[src/rtl/inst_queue_pkg.sv]
// Shared CPU types used by the fetch/decode boundary, plus the
// instruction-queue entry layout and a small slot-count helper.
package inst_queue_pkg;

  // Virtual address and raw instruction word.
  typedef logic [31:0] virt_t;
  typedef logic [31:0] uint32_t;

  // Fetch-stage exception: valid flag plus cause code, carried untouched.
  typedef struct packed {
    logic       valid;
    logic [4:0] cause;
  } exception_t;

  // One queued instruction as it travels from fetch to decode.
  typedef struct packed {
    virt_t      pc;
    uint32_t    inst;
    exception_t exception;
  } inst_queue_entry_t;

  // Number of fetch/decode lanes.
  localparam int unsigned SLOTS = 2;

  // Count the leading run of set bits in a two-lane mask. Lane 1 only
  // counts when lane 0 is set, so the illegal pattern 2'b10 yields zero.
  function automatic logic [1:0] slot_count(input logic [1:0] mask);
    logic [1:0] n;
    unique case (mask)
      2'b01:   n = 2'd1;
      2'b11:   n = 2'd2;
      default: n = 2'd0;
    endcase
    return n;
  endfunction

endpackage

[src/rtl/inst_queue.sv]
// Two-wide in-order instruction queue between fetch and decode.
// Circular buffer of DEPTH entries; up to two pushes and two pops per
// cycle, flush on pipeline redirect, no write-to-read bypass.
module inst_queue
  import inst_queue_pkg::*;
#(
  parameter int unsigned DEPTH = 8
) (
  input  logic                     clk,
  input  logic                     resetn,
  input  logic                     flush,
  input  logic       [1:0]         in_valid,
  input  virt_t      [1:0]         in_pc,
  input  uint32_t    [1:0]         in_inst,
  input  exception_t [1:0]         in_exception,
  output logic                     in_ready,
  output logic       [1:0]         out_valid,
  output virt_t      [1:0]         out_pc,
  output uint32_t    [1:0]         out_inst,
  output exception_t [1:0]         out_exception,
  input  logic       [1:0]         out_accept,
  output logic [$clog2(DEPTH):0]   count
);

  localparam int unsigned PTR_W = $clog2(DEPTH);
  localparam int unsigned CNT_W = PTR_W + 1;

  // in_ready threshold: room for a full two-wide push.
  localparam logic [CNT_W-1:0] READY_LIMIT = CNT_W'(DEPTH - 2);

  if (DEPTH < 4 || (DEPTH & (DEPTH - 1)) != 0) begin : g_bad_depth
    $error("inst_queue: DEPTH must be a power of two and at least 4");
  end

  inst_queue_entry_t mem [DEPTH];

  logic [PTR_W-1:0] head;
  logic [PTR_W-1:0] tail;
  logic [PTR_W-1:0] head_p1;
  logic [PTR_W-1:0] tail_p1;
  logic [PTR_W-1:0] head_next;
  logic [PTR_W-1:0] tail_next;
  logic [CNT_W-1:0] count_next;
  logic [1:0]       push_n;
  logic [1:0]       pop_n;

  inst_queue_entry_t head_entry;
  inst_queue_entry_t next_entry;

  // Handshake status derived only from the registered occupancy.
  always_comb begin
    // NOTE: every always_comb output gets a value on every path, so no latch is inferred.
    in_ready     = 1'b0;
    out_valid    = 2'b00;
    in_ready     = (count <= READY_LIMIT);
    out_valid[0] = (count >= CNT_W'(1));
    out_valid[1] = (count >= CNT_W'(2));
  end

  // Push/pop amounts and next pointer/occupancy values.
  always_comb begin
    push_n     = in_ready ? slot_count(in_valid) : 2'd0;
    pop_n      = slot_count(out_accept & out_valid);
    head_p1    = head + PTR_W'(1);
    tail_p1    = tail + PTR_W'(1);
    head_next  = head + PTR_W'(pop_n);
    tail_next  = tail + PTR_W'(push_n);
    count_next = count + CNT_W'(push_n) - CNT_W'(pop_n);
  end

  // Pointer and occupancy registers; flush empties the queue and drops
  // any push or pop presented in the same cycle.
  always_ff @(posedge clk or negedge resetn) begin
    // NOTE: sequential state uses non-blocking assignments so every flop samples pre-edge values.
    if (!resetn) begin
      head  <= '0;
      tail  <= '0;
      count <= '0;
    end else if (flush) begin
      head  <= '0;
      tail  <= '0;
      count <= '0;
    end else begin
      head  <= head_next;
      tail  <= tail_next;
      count <= count_next;
    end
  end

  // Entry storage: slot 0 lands at tail, slot 1 at tail+1.
  always_ff @(posedge clk) begin
    // NOTE: storage has no reset; validity comes solely from the reset pointers and count.
    if (!flush && push_n != 2'd0) begin
      mem[tail] <= '{pc: in_pc[0], inst: in_inst[0], exception: in_exception[0]};
    end
    if (!flush && push_n == 2'd2) begin
      mem[tail_p1] <= '{pc: in_pc[1], inst: in_inst[1], exception: in_exception[1]};
    end
  end

  // Present the two oldest entries to decode.
  always_comb begin
    head_entry       = mem[head];
    next_entry       = mem[head_p1];
    out_pc[0]        = head_entry.pc;
    out_inst[0]      = head_entry.inst;
    out_exception[0] = head_entry.exception;
    out_pc[1]        = next_entry.pc;
    out_inst[1]      = next_entry.inst;
    out_exception[1] = next_entry.exception;
  end

  // Occupancy can never exceed capacity.
  a_count_bound: assert property (@(posedge clk) disable iff (!resetn)
    count <= CNT_W'(DEPTH));

endmodule

[config.mk]
export PLATFORM = sky130hd
export DESIGN_NAME = inst_queue
export DESIGN_NICKNAME = d
export VERILOG_FILES = /design/src/rtl/inst_queue_pkg.sv /design/src/rtl/inst_queue.sv
export SDC_FILE = /design/constraint.sdc
export NUM_CORES = 1
export LEC_CHECK = 0
export ABC_CLOCK_PERIOD_IN_PS = 4900
export BUFFER_PORTS_ARGS = -buffer_cell sky130_fd_sc_hd__buf_4
export CAP_MARGIN = 20
export CORE_ASPECT_RATIO = 0.5
export CORE_MARGIN = 2
export CORE_UTILIZATION = 49
export DETAILED_ROUTE_END_ITERATION = 16
export MAX_ROUTING_LAYER = met4
export PLACE_DENSITY = 0.7
export SLEW_MARGIN = 20
export SYNTH_ARGS = -nofsm -noshare
export SYNTH_HDL_FRONTEND = slang
export SYNTH_SLANG_ARGS = --single-unit
[constraint.sdc]
create_clock -name clk -period 4.9 [get_ports clk]
set_input_delay 0.245 -clock clk [delete_from_list [all_inputs] [get_ports clk]]
set_output_delay 0.245 -clock clk [all_outputs]
set_load 0.005 [all_outputs]
==> results by group, run 1 <==
Routing
  • Starting DRT DRC Count: 1,637
  • Avg WL per Cell: between 20 and 30 microns
  • Drt pass-1 iters: 5
  • Wirelength, routed: ~88,000 microns
  • Vias/cell: between 6 and 7
  • Via count: between 15,000 and 20,000
  • Routed wl met3: 5130 microns
  • DRC Markers: 0
  • Highest routed layer: met4
  • M1 WL: around 36,000 microns
  • Met2 wire len: 44,500 microns
  • Detail Route Antenna Nets: 0

Power
  • Flop pwr share: 34.1%
  • Clk pwr share: 24.1%
  • P_sw: 0.00521 W
  • Final Total Pwr: 0.0173 W
  • Logic pwr share: 41.8%
  • PD cells: about 440 nW/um^2
  • Internal Pwr Total: 0.0121 W
  • Leak: 13.3 nW
  • Sw Ratio: 30.1%
  • Maximum VDD drop: between 0.4 and 0.5 mV

Floorplan
  • Starting density of the core: 49.8%
  • I/O pin count: 294
  • Core area: 65,300 sq um
  • Die area: between 60,000 and 70,000 sq um
  • Rows: 66
  • Die width: 368 microns
  • Die Ht: about 190 microns

Hold path
  • HP Class: in -> reg

Logic synthesis
  • Distinct cells, synth: 29
  • Dominant cells by area after synthesis: edfxtp_1 (52%), mux2_2 (24%), mux4_2 (19%), buf_2 (0.91%), clkbuf_1 (0.81%)
  • Mapped cell area: 32,500 sq um
  • Post-synth ARST share: under 10%
  • Seq/Total Area, Yosys: 52.5%
  • Synthesized area per cell: about 18 sq um
  • Synthesized net count: 1,943
  • Ys Warns: 0
  • Top_reg_cell synth: edfxtp_1
  • Mapped Cells: 1,782
  • Post-synth top area share: 51.7%
  • Yosys top cell by area: edfxtp_1
  • Synth Register Bits: 570
  • Post-synth EDFFs: 560

GRT
  • First-pass GRT wire length: 130,000 microns
  • Total track usage: 26.3%
  • Initial antenna violation count: 2
  • Vias in the first global route: 20,936
  • Gr ovfl total: 0
  • Maximum number of pins on one net before global-route repair: 116

Worst setup path
  • Crit Path Class: reg -> reg
  • CP startpoint kind: flip-flop
  • Critical Path RT: 5.26 ns
  • CP endpoint kind: flip-flop
  • Worst Path Arrival: between 4 and 5 ns
  • Worst Path Max Fanout: 31

Placement
  • PortBufs: 293
  • # placed instances: 2,864
  • Detailed Place HPWL: approximately 50,000 microns
  • Cell Area, Placed: 35,800 sq um
  • GPL Wtd Cong: 0.802

Timing
  • Minimum clock period: 4.05 ns
  • Final Cycle Share: between 80% and 90%
  • Max frequency: 247 MHz
  • Clock skew: roughly 0.030 ns
  • Measured slew at the worst slew-check pin: 1.03 ns
  • Hold Vio Cnt, Final: 0
  • Final setup violation count: 0
  • Setup TNS: 0 ns
  • Max-slew headroom: about 31%
  • Slew Limit Fails: 0
  • Unrepaired setup endpoints after global routing: false

Run
  • Maxcap violations: 0

Layout
  • Multi-input gate area: 14,900 sq um
  • Area Growth Syn to Fin: 21.7%
  • Post-Layout Cell Count: 3,168
  • Fill cells: 4,807
  • Fin nets: 2,398
  • Layout cells sized above 1: 61.2%
  • Register area: between 15,000 and 20,000 sq um
  • Final Cell Area: 39,600 sq um

Clock network
  • Postcts setup bufs: 0
  • Clock buffer count from CTS: 55
  • Clock Latency Late Sink: 0.61 ns
  • Clock root buffer: clkbuf_16
  • Worst-path clk slew: 0.07 ns
  • Largest buffer count on any clock path: 3
  • CTS tree: yes
  • # H-tree levels: 2
  • CTS Sinks: 570

Outcome
  • Outcome: completed
==> path summary, 6_finish.rpt <==
| kind | cells past startpoint | from | slack (ns) | end |
|---|---|---|---|---|
| worst max-delay path | 8 | count[3] | 0.85 | mem[4][9] |
| worst min-delay path | 2 | in_exception[9] | 0.01 | mem[3][3] |
| worst max register to register | 8 | count[3] | 0.85 | mem[4][9] |
| worst min register to register | 2 | count[0] | 0.74 | count[0] |
| max in group asynchronous | 2 | resetn | 4.67 | head[2] |
| min in group asynchronous | 2 | resetn | 0.05 | count[1] |
==> cells by family after synthesis <==
family / Yosys count / share of synthesized area [%]
mux: 980 / 43.7
xor+xnor: 7 / 0.189
compound gates: 13 / 0.300
flops: 570 / 52.5
buf+inv: 152 / 1.98
fa+ha+maj: 14 / 0.631
simple gates: 46 / 0.720
==> registers in the layout, summed over array words and instances, names as in the netlist <==
name / cells
tail: 3
head: 3
count: 4
mem: 560
==> layout by cell type, fill, tap and decap left out, drive strengths merged, types with 3 or more instances in the layout <==
cell         count
fa               4
nand4            5
bufinv           4
dfrtp           10
nor2b            8
mux2           700
dlygate4sd3    200
a21oi            4
nor2            14
xor2             3
clkbuf          72
xnor2            4
mux4           280
ha              10
buf            338
a32oi            3
nand2            3
edfxtp         560
clkinv          26
inv             12
nand3           11
==> critical path: stages, from the launching register on <==
cell and delay [ns]:
dfrtp_1 0.38, inv_1 0.08, ha_1 0.20, a21boi_1 0.11
a311oi_2 0.79, nand3_4 0.83, buf_4 0.55, mux2_2 0.32
dlygate4sd3_1 0.55
==> metal layers <==
layer | global-route usage [%] | vias up
li1 | - | 8419
met1 | 34.4 | 10403
met2 | 43.9 | 627
met3 | 3.54 | 138
met4 | 6.87 | 0
met5 | - | -
==> cells in the mapped netlist, types with 2 or more instances <==
| cell type | instances |
|---|---|
| mux2_2 | 688 |
| mux4_2 | 280 |
| buf_1 | 11 |
| xnor2_1 | 4 |
| a21oi_1 | 4 |
| nand4_1 | 5 |
| inv_1 | 12 |
| nor2_1 | 14 |
| nand3_1 | 11 |
| and3_1 | 2 |
| ha_1 | 10 |
| a32oi_1 | 3 |
| nand2_1 | 3 |
| fa_1 | 4 |
| xor2_1 | 3 |
| mux2_1 | 12 |
| edfxtp_1 | 560 |
| dfrtp_1 | 10 |
| clkbuf_1 | 70 |
| nor2b_1 | 8 |
| buf_2 | 59 |
| a22oi_1 | 2 |
==> per-stage QoR <==
stage               util [%]  hold slack, ns  worst slack, ns
floorplan                  -         -0.0506           -0.305
CTS                     60.5        0.000268            0.862
finish                  60.5          0.0111            0.851
detailed placement      54.9          0.0894             1.35
global placement        54.9          0.0847             1.38
global route            60.5         0.00809            0.612
==> final cells by class <==
class / instances / share of cell area, %
Clock inverter: 30 / 0.582
Multi-Input combinational cell: 1060 / 37.8
Clock buffer: 72 / 3.75
Timing Repair Buffer: 538 / 11.8
Tap cell: 884 / 2.80
Antenna cell: 2 / 0.0127
Sequential cell: 570 / 43.2
Inverter: 12 / 0.114
==> timing repair <==
item,in CTS,in global routing
endpoints found under the hold margin,490,0
hold buffers,200,0
gates resized for setup,0,0
==> power groups by stage <==
| stage | Sequential [W] | Clock, W | Combinational [W] |
|---|---|---|---|
| final | 0.00590 | 0.00418 | 0.00724 |
| after global routing | 0.00594 | 0.00442 | 0.00770 |
| after CTS | 0.00590 | 0.00424 | 0.00734 |
| after detailed placement | 0.00601 | 0 | 0.00717 |
| after global placement | 0.00599 | 0 | 0.00713 |
| after floorplan | 0.00584 | 0 | 0.00458 |
No activity file was read; power rests on OpenSTA's default activity.
==> inputs of run 2 (changes only) <==
--- a/config.mk
+++ b/config.mk
@@ -5,7 +5,7 @@
 export SDC_FILE = /design/constraint.sdc
 export NUM_CORES = 1
 export LEC_CHECK = 0
-export ABC_CLOCK_PERIOD_IN_PS = 4900
+export ABC_CLOCK_PERIOD_IN_PS = 3490
 export BUFFER_PORTS_ARGS = -buffer_cell sky130_fd_sc_hd__buf_4
 export CAP_MARGIN = 20
 export CORE_ASPECT_RATIO = 0.5
==> constraint.sdc (replaced) <==
create_clock -name clk -period 3.49 [get_ports clk]
set_input_delay 0.1745 -clock clk [delete_from_list [all_inputs] [get_ports clk]]
set_output_delay 0.1745 -clock clk [all_outputs]
set_load 0.005 [all_outputs]
==> run 2 against run 1 <==
Compared with the run above:
- register-to-register slack worse by 0.65 ns
- first-iteration DRC count rose by 11%
- cell count grew 0.88%
- critical endpoint is now mem[1][38]
- largest cell class unchanged
==> results by group, run 2 (same netlist as run 1, synthesis figures left out) <==
Outcome
  • Outcome: completed (unchanged)

Routing
  • Vias/cell: 6.18 (about the same)
  • Starting DRT DRC Count: 1,811 (was 1,637)
  • Detail Route Antenna Nets: 0 (unchanged)
  • Met2 wire len: 44,200 microns (was 44,500 microns)
  • Drt pass-1 iters: 5 (unchanged)
  • Highest routed layer: met4 (unchanged)
  • Routed wl met3: 5180 microns (was 5130 microns)
  • Wirelength, routed: 88,200 microns (was 87,600 microns)
  • Via count: 19,740 (was 19,587)
  • DRC Markers: 0 (unchanged)
  • M1 WL: 36,800 microns (was 35,900 microns)
  • Avg WL per Cell: 27.6 microns (about the same)

Placement
  • GPL Wtd Cong: 0.768 (was 0.802)
  • Cell Area, Placed: 36,100 sq um (was 35,800 sq um)
  • Detailed Place HPWL: 49,100 microns (was 49,900 microns)
  • PortBufs: 293 (unchanged)

Floorplan
  • Rows: 66 (unchanged)
  • I/O pin count: 294 (unchanged)
  • Core area: 65,300 sq um (unchanged)
  • Starting density of the core: 49.8% (unchanged)
  • Die Ht: 186 microns (unchanged)
  • Die width: 368 microns (unchanged)
  • Die area: 68,500 sq um (unchanged)

Worst setup path
  • Worst Path Arrival: 3.63 ns (was 4.41 ns)
  • Crit Path Class: reg -> reg (unchanged)
  • CP endpoint kind: flip-flop (unchanged)
  • Worst Path Max Fanout: 41 (was 31)
  • Reg2Reg Depth: 7 (was 8)
  • Critical Path RT: 3.83 ns (was 5.26 ns)
  • CP startpoint kind: flip-flop (unchanged)

Timing
  • Setup TNS: 0 ns (unchanged)
  • Minimum clock period: 3.29 ns (was 4.05 ns)
  • Max frequency: 304 MHz (was 247 MHz)
  • Hold Vio Cnt, Final: 0 (unchanged)
  • Unrepaired setup endpoints after global routing: false (unchanged)
  • Final Cycle Share: 94.1% (was 82.6%)
  • Max-slew headroom: 35.6% (was 31.2%)
  • Measured slew at the worst slew-check pin: 0.967 ns (was 1.03 ns)
  • Final setup violation count: 0 (unchanged)
  • Slew Limit Fails: 0 (unchanged)
  • Clock skew: 0.0162 ns (was 0.0296 ns)

Layout
  • Fin nets: 2,427 (was 2,398)
  • Top reg by flops: mem (unchanged)
  • Number of antenna diodes: 0 (was 2)
  • Final Cell Area: 40,100 sq um (was 39,600 sq um)
  • Commonest non-fill, non-tap cell in the layout: mux2_2 (unchanged)
  • Layout cells sized above 1: 61.3% (was 61.2%)
  • Area Growth Syn to Fin: 23.4% (was 21.7%)
  • Top flop regs: mem: 560 flops, count: 4 flops (unchanged)
  • Largest register FFs: 560 (unchanged)
  • Commonest cells after routing, fill and taps aside: mux2_2 (688), edfxtp_1 (560), buf_4 (325), mux4_2 (280), dlygate4sd3_1 (213) (was mux2_2 (688), edfxtp_1 (560), buf_4 (328), mux4_2 (280), dlygate4sd3_1 (200))

Power
  • Clk pwr share: 24.3% (was 24.1%)
  • Leak: 13.5 nW (was 13.3 nW)
  • P_sw: 0.00742 W (was 0.00521 W)
  • Logic pwr share: 42.7% (was 41.8%)
  • Flop pwr share: 33.0% (was 34.1%)
  • Maximum VDD drop: 0.761 mV (was 0.481 mV)
  • Internal Pwr Total: 0.0172 W (was 0.0121 W)
  • Sw Ratio: 30.1% (about the same)
  • PD cells: 615 nW/um^2 (was 438 nW/um^2)

GRT
  • Total track usage: 26.4% (was 26.3%)
  • Maximum number of pins on one net before global-route repair: 126 (was 116)
  • First-pass GRT wire length: 131,000 microns (was 130,000 microns)
  • Vias in the first global route: 20,887 (was 20,936)
  • Gr ovfl total: 0 (unchanged)
  • Initial antenna violation count: 0 (was 2)

Hold path
  • HP Class: in -> reg (unchanged)
  • WHS Path Cells: 4 (was 2)

Clock network
  • Clock Latency Late Sink: 0.61 ns (about the same)
  • Clock root buffer: clkbuf_16 (unchanged)
  • # H-tree levels: 2 (unchanged)
  • Clock buffer count from CTS: 54 (was 55)
  • Largest buffer count on any clock path: 3 (unchanged)
  • Worst-path clk slew: 0.07 ns (about the same)
  • CTS Sinks: 570 (unchanged)
  • CTS tree: yes (unchanged)
  • Resized cells post-CTS: 0 (unchanged)

Run
  • Maxcap violations: 0 (unchanged)
run 2: critical path: stages (launching register included):
cell           delay (ns)
dfrtp_1              0.47
ha_1                 0.27
xor2_1               0.22
nor2_1               0.42
nand3_4              0.38
buf_12               0.35
mux2_2               0.32
dlygate4sd3_1        0.56
run 2: worst paths after layout:
path / startpoint / to / slack [ns]
max in group asynchronous: resetn / head[2] / 2.46
hold reg to reg: tail[2] / tail[2] / 0.74
hold / removal: out_accept[1] / head[1] / 0.05
setup / recovery: tail[0] / mem[1][38] / 0.20
setup reg to reg: tail[0] / mem[1][38] / 0.20
min in group asynchronous: resetn / head[0] / 0.65
run 2: layer usage:
| metal | global-route usage (%) | vias up |
|---|---|---|
| met5 | - | - |
| met3 | 3.11 | 136 |
| li1 | - | 8456 |
| met1 | 35.4 | 10458 |
| met2 | 43.5 | 690 |
| met4 | 6.51 | 0 |
run 2: timing repair:
action,4_1_cts,5_1_grt
hold buffers,213,0
hold endpoints to repair,580,0
endpoints found under the setup margin,0,1
setup buffers,0,7
run 2: cell type report:
| cell class | instances | area [sq um] |
|---|---|---|
| Inverter | 12 | 45.0 |
| Clock buffer | 80 | 1540 |
| Sequential cell | 570 | 17100 |
| Fill cell | 4791 | 25200 |
| Multi-Input combinational cell | 1060 | 14900 |
| Timing Repair Buffer | 568 | 5170 |
| Tap cell | 884 | 1110 |
| Clock inverter | 22 | 206 |
run 2: through the flow:
step	power (W)	setup WS, ns	util (%)	instances	hold WS (ns)
2_1_floorplan	0.0146	-0.225	-	1782	-0.121
3_3_place_gp	0.0186	0.700	55.3	2874	0.0147
3_5_place_dp	0.0187	0.679	55.3	2874	0.0163
4_1_cts	0.0248	0.155	61.3	3189	0.0343
5_1_grt	0.0257	0.0644	61.4	3196	0.0442
6_report	0.0246	0.205	61.4	3196	0.0536
run 2: power groups by stage:
stage                     Combinational (W)  Sequential, W  Clock (W)
after floorplan                     0.00644        0.00818          0
after global placement               0.0103        0.00826          0
after detailed placement             0.0104        0.00828          0
after CTS                            0.0106        0.00813    0.00606
after global routing                 0.0112        0.00817    0.00631
final                                0.0105        0.00813    0.00599
